--- config.mk ---
export PLATFORM = sky130hd
export DESIGN_NAME = uart_tx
export DESIGN_NICKNAME = d
export VERILOG_FILES = /design/src/rtl/uart_pkg.sv /design/src/rtl/uart_baud_cnt.sv /design/src/rtl/uart_tx.sv
export SDC_FILE = /design/constraint.sdc
export NUM_CORES = 1
export LEC_CHECK = 0
export CAP_MARGIN = 40
export CORE_MARGIN = 4
export CORE_UTILIZATION = 40
export DETAILED_ROUTE_END_ITERATION = 10
export GPL_TIMING_DRIVEN = 0
export PLACE_DENSITY = 0.71
export SLEW_MARGIN = 0
export SYNTH_ARGS = -nofsm -noshare
export SYNTH_HDL_FRONTEND = slang
export SYNTH_SLANG_ARGS = --single-unit
export TNS_END_PERCENT = 5
--- constraint.sdc ---
create_clock -name i_clk -period 2.3 [get_ports i_clk]
set_input_delay 0.345 -clock i_clk [delete_from_list [all_inputs] [get_ports i_clk]]
set_output_delay 0.345 -clock i_clk [all_outputs]
set_load 0.02 [all_outputs]
--- src/rtl/uart_pkg.sv ---
// Shared UART definitions: transmitter FSM states and parity-mode encodings.
package uart_pkg;

  typedef enum logic [2:0] {
    S_IDLE,
    S_START,
    S_DATA,
    S_PARITY,
    S_STOP
  } uart_state_e;

  localparam int PARITY_NONE = 0;
  localparam int PARITY_EVEN = 1;
  localparam int PARITY_ODD  = 2;

endpackage

--- src/rtl/uart_baud_cnt.sv ---
// Bit-period timer: flags the last clock of each ClksPerBit-long serial bit.
module uart_baud_cnt #(
  parameter int ClksPerBit = 16
) (
  input  logic i_clk,
  input  logic i_rst,
  input  logic i_clear,
  input  logic i_en,
  output logic o_bit_done
);

  localparam int CntW = $clog2(ClksPerBit);
  localparam logic [CntW-1:0] LastCnt = CntW'(ClksPerBit - 1);

  logic [CntW-1:0] r_cnt;

  always_ff @(posedge i_clk or posedge i_rst) begin
    if (i_rst) begin
      r_cnt <= '0;
    end else if (i_clear) begin
      r_cnt <= '0;
    end else if (i_en) begin
      r_cnt <= (r_cnt == LastCnt) ? '0 : r_cnt + 1'b1;
    end
  end

  // Must not depend on i_clear: the owner derives i_clear from this flag.
  assign o_bit_done = i_en && (r_cnt == LastCnt);

endmodule

--- src/rtl/uart_tx.sv ---
// UART transmitter: pops characters from a FIFO and serialises start, data
// (LSB first), optional parity and stop bits on a registered line.
module uart_tx
  import uart_pkg::*;
#(
  parameter int DataWidth  = 8,
  parameter int ClksPerBit = 16,
  parameter int Parity     = 0,
  parameter int StopBits   = 1
) (
  input  logic                 i_clk,
  input  logic                 i_rst,
  input  logic                 i_tx_en,
  input  logic [DataWidth-1:0] i_fifo_data,
  input  logic                 i_fifo_empty,
  output logic                 o_fifo_rd_en,
  output logic                 o_tx,
  output logic                 o_busy
);

  if (DataWidth < 5 || DataWidth > 9) begin : g_bad_data_width
    $fatal(1, "uart_tx: DataWidth must be 5..9");
  end
  if (ClksPerBit < 2) begin : g_bad_clks_per_bit
    $fatal(1, "uart_tx: ClksPerBit must be >= 2");
  end
  if (Parity != PARITY_NONE && Parity != PARITY_EVEN && Parity != PARITY_ODD) begin : g_bad_parity
    $fatal(1, "uart_tx: Parity must be 0, 1 or 2");
  end
  if (StopBits != 1 && StopBits != 2) begin : g_bad_stop_bits
    $fatal(1, "uart_tx: StopBits must be 1 or 2");
  end

  localparam int BitW = $clog2(DataWidth);
  localparam logic [BitW-1:0] LastData = BitW'(DataWidth - 1);
  localparam logic [BitW-1:0] LastStop = BitW'(StopBits - 1);
  localparam logic            ParOdd   = (Parity == PARITY_ODD);

  uart_state_e          r_state;
  uart_state_e          w_next;
  logic [DataWidth-1:0] r_shift;
  logic [BitW-1:0]      r_bit_cnt;
  logic                 r_par;
  logic                 r_tx;
  logic                 w_rd_en;
  logic                 w_tx_next;
  logic                 w_bit_done;
  logic                 w_clear;
  logic                 w_en;

  assign w_en    = (r_state != S_IDLE);
  assign w_clear = (w_next != r_state);

  uart_baud_cnt #(
    .ClksPerBit(ClksPerBit)
  ) u_baud (
    .i_clk     (i_clk),
    .i_rst     (i_rst),
    .i_clear   (w_clear),
    .i_en      (w_en),
    .o_bit_done(w_bit_done)
  );

  always_ff @(posedge i_clk or posedge i_rst) begin
    if (i_rst) begin
      r_state <= S_IDLE;
    end else begin
      r_state <= w_next;
    end
  end

  // Pop is gated by reset so the FIFO never loses a word while held in reset.
  always_comb begin
    w_next  = r_state;
    w_rd_en = 1'b0;
    case (r_state)
      S_IDLE: begin
        if (i_tx_en && !i_fifo_empty && !i_rst) begin
          w_rd_en = 1'b1;
          w_next  = S_START;
        end
      end
      S_START:  if (w_bit_done) w_next = S_DATA;
      S_DATA: begin
        if (w_bit_done && r_bit_cnt == LastData) begin
          w_next = (Parity != PARITY_NONE) ? S_PARITY : S_STOP;
        end
      end
      S_PARITY: if (w_bit_done) w_next = S_STOP;
      S_STOP:   if (w_bit_done && r_bit_cnt == LastStop) w_next = S_IDLE;
      default:  w_next = S_IDLE;
    endcase
  end

  // Line value is chosen from the state being entered so o_tx aligns with r_state.
  always_comb begin
    w_tx_next = 1'b1;
    case (w_next)
      S_START:  w_tx_next = 1'b0;
      S_DATA:   w_tx_next = (r_state == S_DATA && w_bit_done) ? r_shift[1] : r_shift[0];
      S_PARITY: w_tx_next = r_par;
      default:  w_tx_next = 1'b1;
    endcase
  end

  always_ff @(posedge i_clk or posedge i_rst) begin
    if (i_rst) begin
      r_tx      <= 1'b1;
      r_shift   <= '0;
      r_bit_cnt <= '0;
      r_par     <= 1'b0;
    end else begin
      r_tx <= w_tx_next;
      if (w_clear) begin
        r_bit_cnt <= '0;
      end else if (w_bit_done) begin
        r_bit_cnt <= r_bit_cnt + 1'b1;
      end
      if (w_rd_en) begin
        r_shift <= i_fifo_data;
        r_par   <= (^i_fifo_data) ^ ParOdd;
      end else if (r_state == S_DATA && w_bit_done) begin
        r_shift <= r_shift >> 1;
      end
    end
  end

  assign o_tx         = r_tx;
  assign o_busy       = (r_state != S_IDLE);
  assign o_fifo_rd_en = w_rd_en;

endmodule

### Word level (Yosys, flattened, before mapping)

Cells that the tools add are included.
Widths: inputs -> output; s select.

* output and inout port bits: 3
* bits in registers: 20
* input bits: 12
* word-level logic and storage cells: 50

* mux-type cells: 17
* reduce and logical (&&, ||, !) cells: 15
* equal/unequal tests: 10
* add/sub/neg operators: 2

Operators with widths (count)
* $mux 3: 7
* $mux 8: 2
* $pmux 3 s5: 1
* $eq 3x2->1 const B: 4
* $mux 4: 3
* $reduce_xor 8->1: 1
* $eq 3x1->1 const B: 2
* $eq 3x3->1 const B: 2
* $logic_and 1x1->1: 6
* $logic_not 3->1: 2
* $reduce_bool 2->1: 3
* $add 4x1->4 const B: 1
* $eq 4x4->1 const B: 1
* $add 3x1->3 const B: 1
* $mux 1: 3
* $ne 3x3->1: 1
* $pmux 1 s3: 1
* $reduce_bool 3->1: 1
* $logic_not 1->1: 2

### Logic depth before layout (Yosys ltp)

* word-level depth: 7
* mapped depth: 6
* mapped depth without buffers: 6

### Cells and area by module

Synthesis repeated with hierarchy kept, for this count alone.

* cell total of the unflattened synthesis: 110
* area total of the unflattened synthesis: 1158.6 sq um

By module, submodules not included
* uart_tx: cells an instance 87, times used 1, seq. area each 401.6 sq um, area each 947.2 sq um
* uart_baud_cnt: cells an instance 23, times used 1, seq. area each 100.1 sq um, area each 211.5 sq um

### Worst setup path after synthesis

OpenSTA, ideal clock, no wires.

* path type: register to register
* start point: register r_bit_cnt[0]
* end point: register u_baud.r_cnt[3]
* required time: 2.201 ns
* setup time: 0.099 ns
* cell stages (with the launch flop): 7
* arrival: 1.638 ns
* clock period less this slack: 1.737 ns
* setup slack: 0.563 ns
* buffers on the path: 0
* path through: dfrtp_1 ha_1 ha_1 o21ai_0 o311ai_0 a211o_1 a311oi_1

* word-level cells in the longest chain between the ends: 6
* elaborated cells on any way between the ends: 10
* classes of those cells: eq/ne: 2; mux: 4; reduce/logical: 4

RTL lines
* start, declared: RTL line uart_tx.sv:42 `logic [BitW-1:0] r_bit_cnt;`
* start signal, assigned: RTL line uart_tx.sv:117 `r_bit_cnt <= r_bit_cnt + 1'b1;`
* $eq 3x3->1 / $logic_not 3->1 (equally long branches): RTL line uart_tx.sv:85, uart_tx.sv:90
* $logic_and 1x1->1 (on tied branches): RTL line uart_tx.sv:85, uart_tx.sv:90
* $mux 3 (on tied branches): RTL line uart_tx.sv:85, uart_tx.sv:90
* $pmux 3 s5 (*): RTL line uart_tx.sv:76 `case (r_state)`
* $ne 3x3->1 (*): RTL line uart_tx.sv:52 `assign w_clear = (w_next != r_state);`
* $mux 4 / $reduce_bool 2->1 (equally long branches)
* end signal, assigned: RTL line uart_baud_cnt.sv:23 `r_cnt <= (r_cnt == LastCnt) ? '0 : r_cnt + 1'b1;`
* end, declared: RTL line uart_baud_cnt.sv:15 `logic [CntW-1:0] r_cnt;`

Every way passes the cells marked *; elsewhere a longest branch is shown, timed or not.
A chain may end at the register's enable or synchronous reset.

### Worst setup path after layout

* start point: register r_state[1]
* end point: output port o_busy

* word-level cells in the longest chain between the ends: 1

RTL lines
* start, declared: RTL line uart_tx.sv:39 `uart_state_e r_state;`
* start signal, assigned: RTL line uart_tx.sv:68 `r_state <= w_next;`
* $reduce_bool 3->1: RTL line uart_tx.sv:129 `assign o_busy = (r_state != S_IDLE);`
* end, declared: RTL line uart_tx.sv:18 `output logic o_busy`

Every way passes these cells.

==> reports/qor.csv <==
stage,metric,value,unit
grt,GRT Overall Usage,0.1333,
cells_and_area,FF/Latch Area,503.0,µm²
cts,CTS Root Cell,clkbuf_4,
cells_and_area,"Design Area, Final",1310,µm²
route,post-DR vias/cell,5.087,
critical_path,"delay-heaviest family, CP",buffers and inverters,
route,TritonRoute pass-1 iters,4,
timing,Tcrit/Tclk final,0.9441,
synthesis,Cells after Synth,112,
critical_path,WP data required,1.96,ns
critical_path,CP max stage cell,clkdlybuf4s50_1,
synthesis,Seq cells post-synth,20,
timing,Max Freq,460.5,MHz
timing,RSZ-0062 raised after global routing,no,
cts,clock sink count,20,
placement,Area after DPL,1270,µm²
route,Remaining DRCs,0,
cells_and_area,share of layout cells above drive strength 1,0.1069,
grt,met2 Use GR,0.2052,
power_and_ir_drop,combinational cell fraction of total power,0.383,
critical_path,CP endpoint kind,output pin,
synthesis,Netlist Area Pre-Place,1092,µm²
floorplanning,floorplan row count,18,
timing,Fin. Hold Viols,0,
cells_and_area,area taken by multi-input logic gates,544.3,µm²
floorplanning,Initial Util,0.4292,
floorplanning,number of I/O pins,15,
timing,worst rel slew slack,0.5093,
power_and_ir_drop,total leakage power,0.6313,nW
floorplanning,core area,2545,µm²
critical_path,crit path cell chain,nor3_4 -> buf_4 -> inv_1 -> clkdlybuf4s50_1,
cells_and_area,Antenna Cells,0,
route,initial DRC count,23,
cells_and_area,area delta synth->final,19.93,%
cts,CTS tree,built,
synthesis,synthesized area per cell,9.753,µm²
critical_path,worst stage delay on the critical path,0.55,ns
critical_path,worst path buffer plus inverter count,3,
synthesis,post-synthesis sequential area ratio,0.4593,
timing,Setup Total Neg Slack,0,ns
cts,clock latency on the worst-skew pair,0.30,ns
route,routed len/inst,12.27,µm
floorplanning,Die Wd,60.26,µm
grt,GR peak layer,met2,
route,ANT nets after route,0,
cts,clk slew on worst S/H paths,0.12,ns
placement,Post-DP HPWL,1.511,mm
critical_path,critical path launch point,r_state[1],
timing,Final Critical Period,2.171,ns
cts,cts hold-fix bufs,0,
timing,actual slew at the worst max-slew pin,0.7353,ns
grt,grt total ovfl,0,
cts,cts bufs inserted,3,
min_path,min-delay worst type,in -> async,
route,Total Wirelength,1.975,mm
power_and_ir_drop,Pint,0.8655,mW
power_and_ir_drop,Sequential Power Share,0.469,
power_and_ir_drop,maximum vdd ir drop,0.6025,mV
power_and_ir_drop,Sw Ratio,0.3780,
timing,Setup-failing EPs final,0,
timing,"Slew Viols, Final",0,
synthesis,Ys Warns,0,
grt,met1 usage,0.1766,
grt,first-pass GRT wire length,3.588,mm
critical_path,crit path launch type,flip-flop,
job,max-cap violations,0,
power_and_ir_drop,Clock power frac,0.148,
floorplanning,Die Y,60.26,µm
cells_and_area,Layout Nets,148,
timing,clk_skew,0.006246,ns
run_status,status,"finished, final reports clean",
critical_path,largest fanout on the critical path,8,
power_and_ir_drop,pwr/cell area,1062,nW/µm²
placement,port bufs,14,
critical_path,reg2reg start,r_bit_cnt[0],
cells_and_area,fill count,238,
grt,antenna violations before repair,0,
floorplanning,die area,3631,µm²
grt,met3 usage,0.03888,
synthesis,"Net Count, Synth",128,
placement,RD Place Congestion,0.7029,
critical_path,WP data arrival,1.83,ns
grt,largest net degree at the start of global routing,21,
critical_path,CP Class,reg -> out,
power_and_ir_drop,P_sw,0.5259,mW
cts,htree depth,1,
grt,vias in the first global route,803,
synthesis,"Distinct cells, synth",31,
cts,Clock Path Buffers,2,
route,detailed-route via count,819,
[timing repair]
item,in CTS,in global routing
setup endpoints to repair,1,2
pin swaps,1,0
resized for setup,1,3
setup buffers,1,0
[registers in the layout (all words and copies together), names as in the netlist]
name and flops:
r_state 3, r_shift 8, o_tx 1, r_bit_cnt 3, u_baud.r_cnt 4, r_par 1
[Yosys cell counts, drive strengths merged]
library cell | number | area share
a21oi | 8 | 0.037
a31oi | 1 | 0.0057
o32ai | 1 | 0.0080
inv | 8 | 0.027
xor2 | 1 | 0.0080
buf | 2 | 0.015
nand3 | 4 | 0.034
mux2i | 7 | 0.064
dfstp | 1 | 0.024
nor2 | 10 | 0.034
and3 | 1 | 0.0057
nor3 | 2 | 0.019
nor2b | 1 | 0.0057
a211o | 1 | 0.0080
xnor2 | 8 | 0.064
dfrtp | 19 | 0.44
a32oi | 1 | 0.0080
o21ai | 9 | 0.041
nand2b | 3 | 0.017
or3 | 1 | 0.0057
ha | 4 | 0.046
a311oi | 1 | 0.0080
o311ai | 2 | 0.016
o2111a | 1 | 0.010
nand2 | 15 | 0.052
[layout make-up]
type,count,share of cell area
clock buffers,4,0.02770
repair buffers,15,0.1089
flip-flops and latches,20,0.3840
multi-input cells,82,0.4155
plain buffers,2,0.01242
well taps,30,0.02865
inverters,8,0.02292
[through the flow]
step	hold WS, ns	util	power [mW]	cells	worst slack [ns]
3_5_place_dp	0.4728	0.4990	1.191	156	-0.1254
6_report	0.4903	0.5147	1.391	161	0.1285
2_1_floorplan	0.3081	-	1.028	112	0.5627
5_1_grt	0.5586	0.5147	1.525	161	0.008549
3_3_place_gp	0.4682	0.4990	1.159	156	-0.1075
4_1_cts	0.4993	0.5157	1.411	161	0.05575
[path summary, 6_finish.rpt]
| kind | end | slack [ns] | depth (start not counted) |
|---|---|---|---|
| hold reg to reg | r_par | 0.49 | 2 |
| max in group asynchronous | r_state[2] | 1.31 | 2 |
| min in group i_clk | r_par | 0.49 | 2 |
| hold / removal | r_state[1] | 0.49 | 2 |
| setup reg to reg | u_baud.r_cnt[3] | 0.33 | 6 |
| setup / recovery | o_busy | 0.13 | 4 |
[placed cells by master, fill, tap and decap left out, types with 2 or more instances in the layout]
master / n
clkdlybuf4s50_1: 13
nand2_1: 15
nand3_1: 2
o21ai_0: 3
a21oi_1: 8
ha_1: 4
o21ai_1: 6
nor2_1: 10
mux2i_1: 7
o311ai_0: 2
nand2b_1: 3
inv_1: 7
clkbuf_4: 3
dfrtp_1: 18
xnor2_1: 8
[per-layer routing]
metal  part of all wire  vias up
met4             0.0076        0
met1               0.50      375
met5                  0        -
li1                   -      430
met3              0.030        2
met2               0.46       12
[power by group through the flow]
stage | registers [mW] | logic (mW) | clock network (mW)
2_1_floorplan | 0.642 | 0.385 | 0
3_3_place_gp | 0.652 | 0.508 | 0
3_5_place_dp | 0.661 | 0.530 | 0
4_1_cts | 0.653 | 0.543 | 0.215
5_1_grt | 0.682 | 0.616 | 0.228
6_report | 0.653 | 0.533 | 0.205
[cells by family (layout without fill, tap and decap cells)]
family | Yosys count | count (layout) | share of synthesized area
flip-flops | 20 | 20 | 0.4593
adder cells (fa/ha/maj) | 4 | 4 | 0.04582
AND/OR/NAND/NOR | 37 | 37 | 0.1741
XOR/XNOR | 9 | 9 | 0.07217
multiplexers | 7 | 7 | 0.06415
buffers and inverters | 10 | 29 | 0.04238
AO/OA/AOI/OAI | 25 | 25 | 0.1420
No activity file was read; power rests on OpenSTA's default activity.
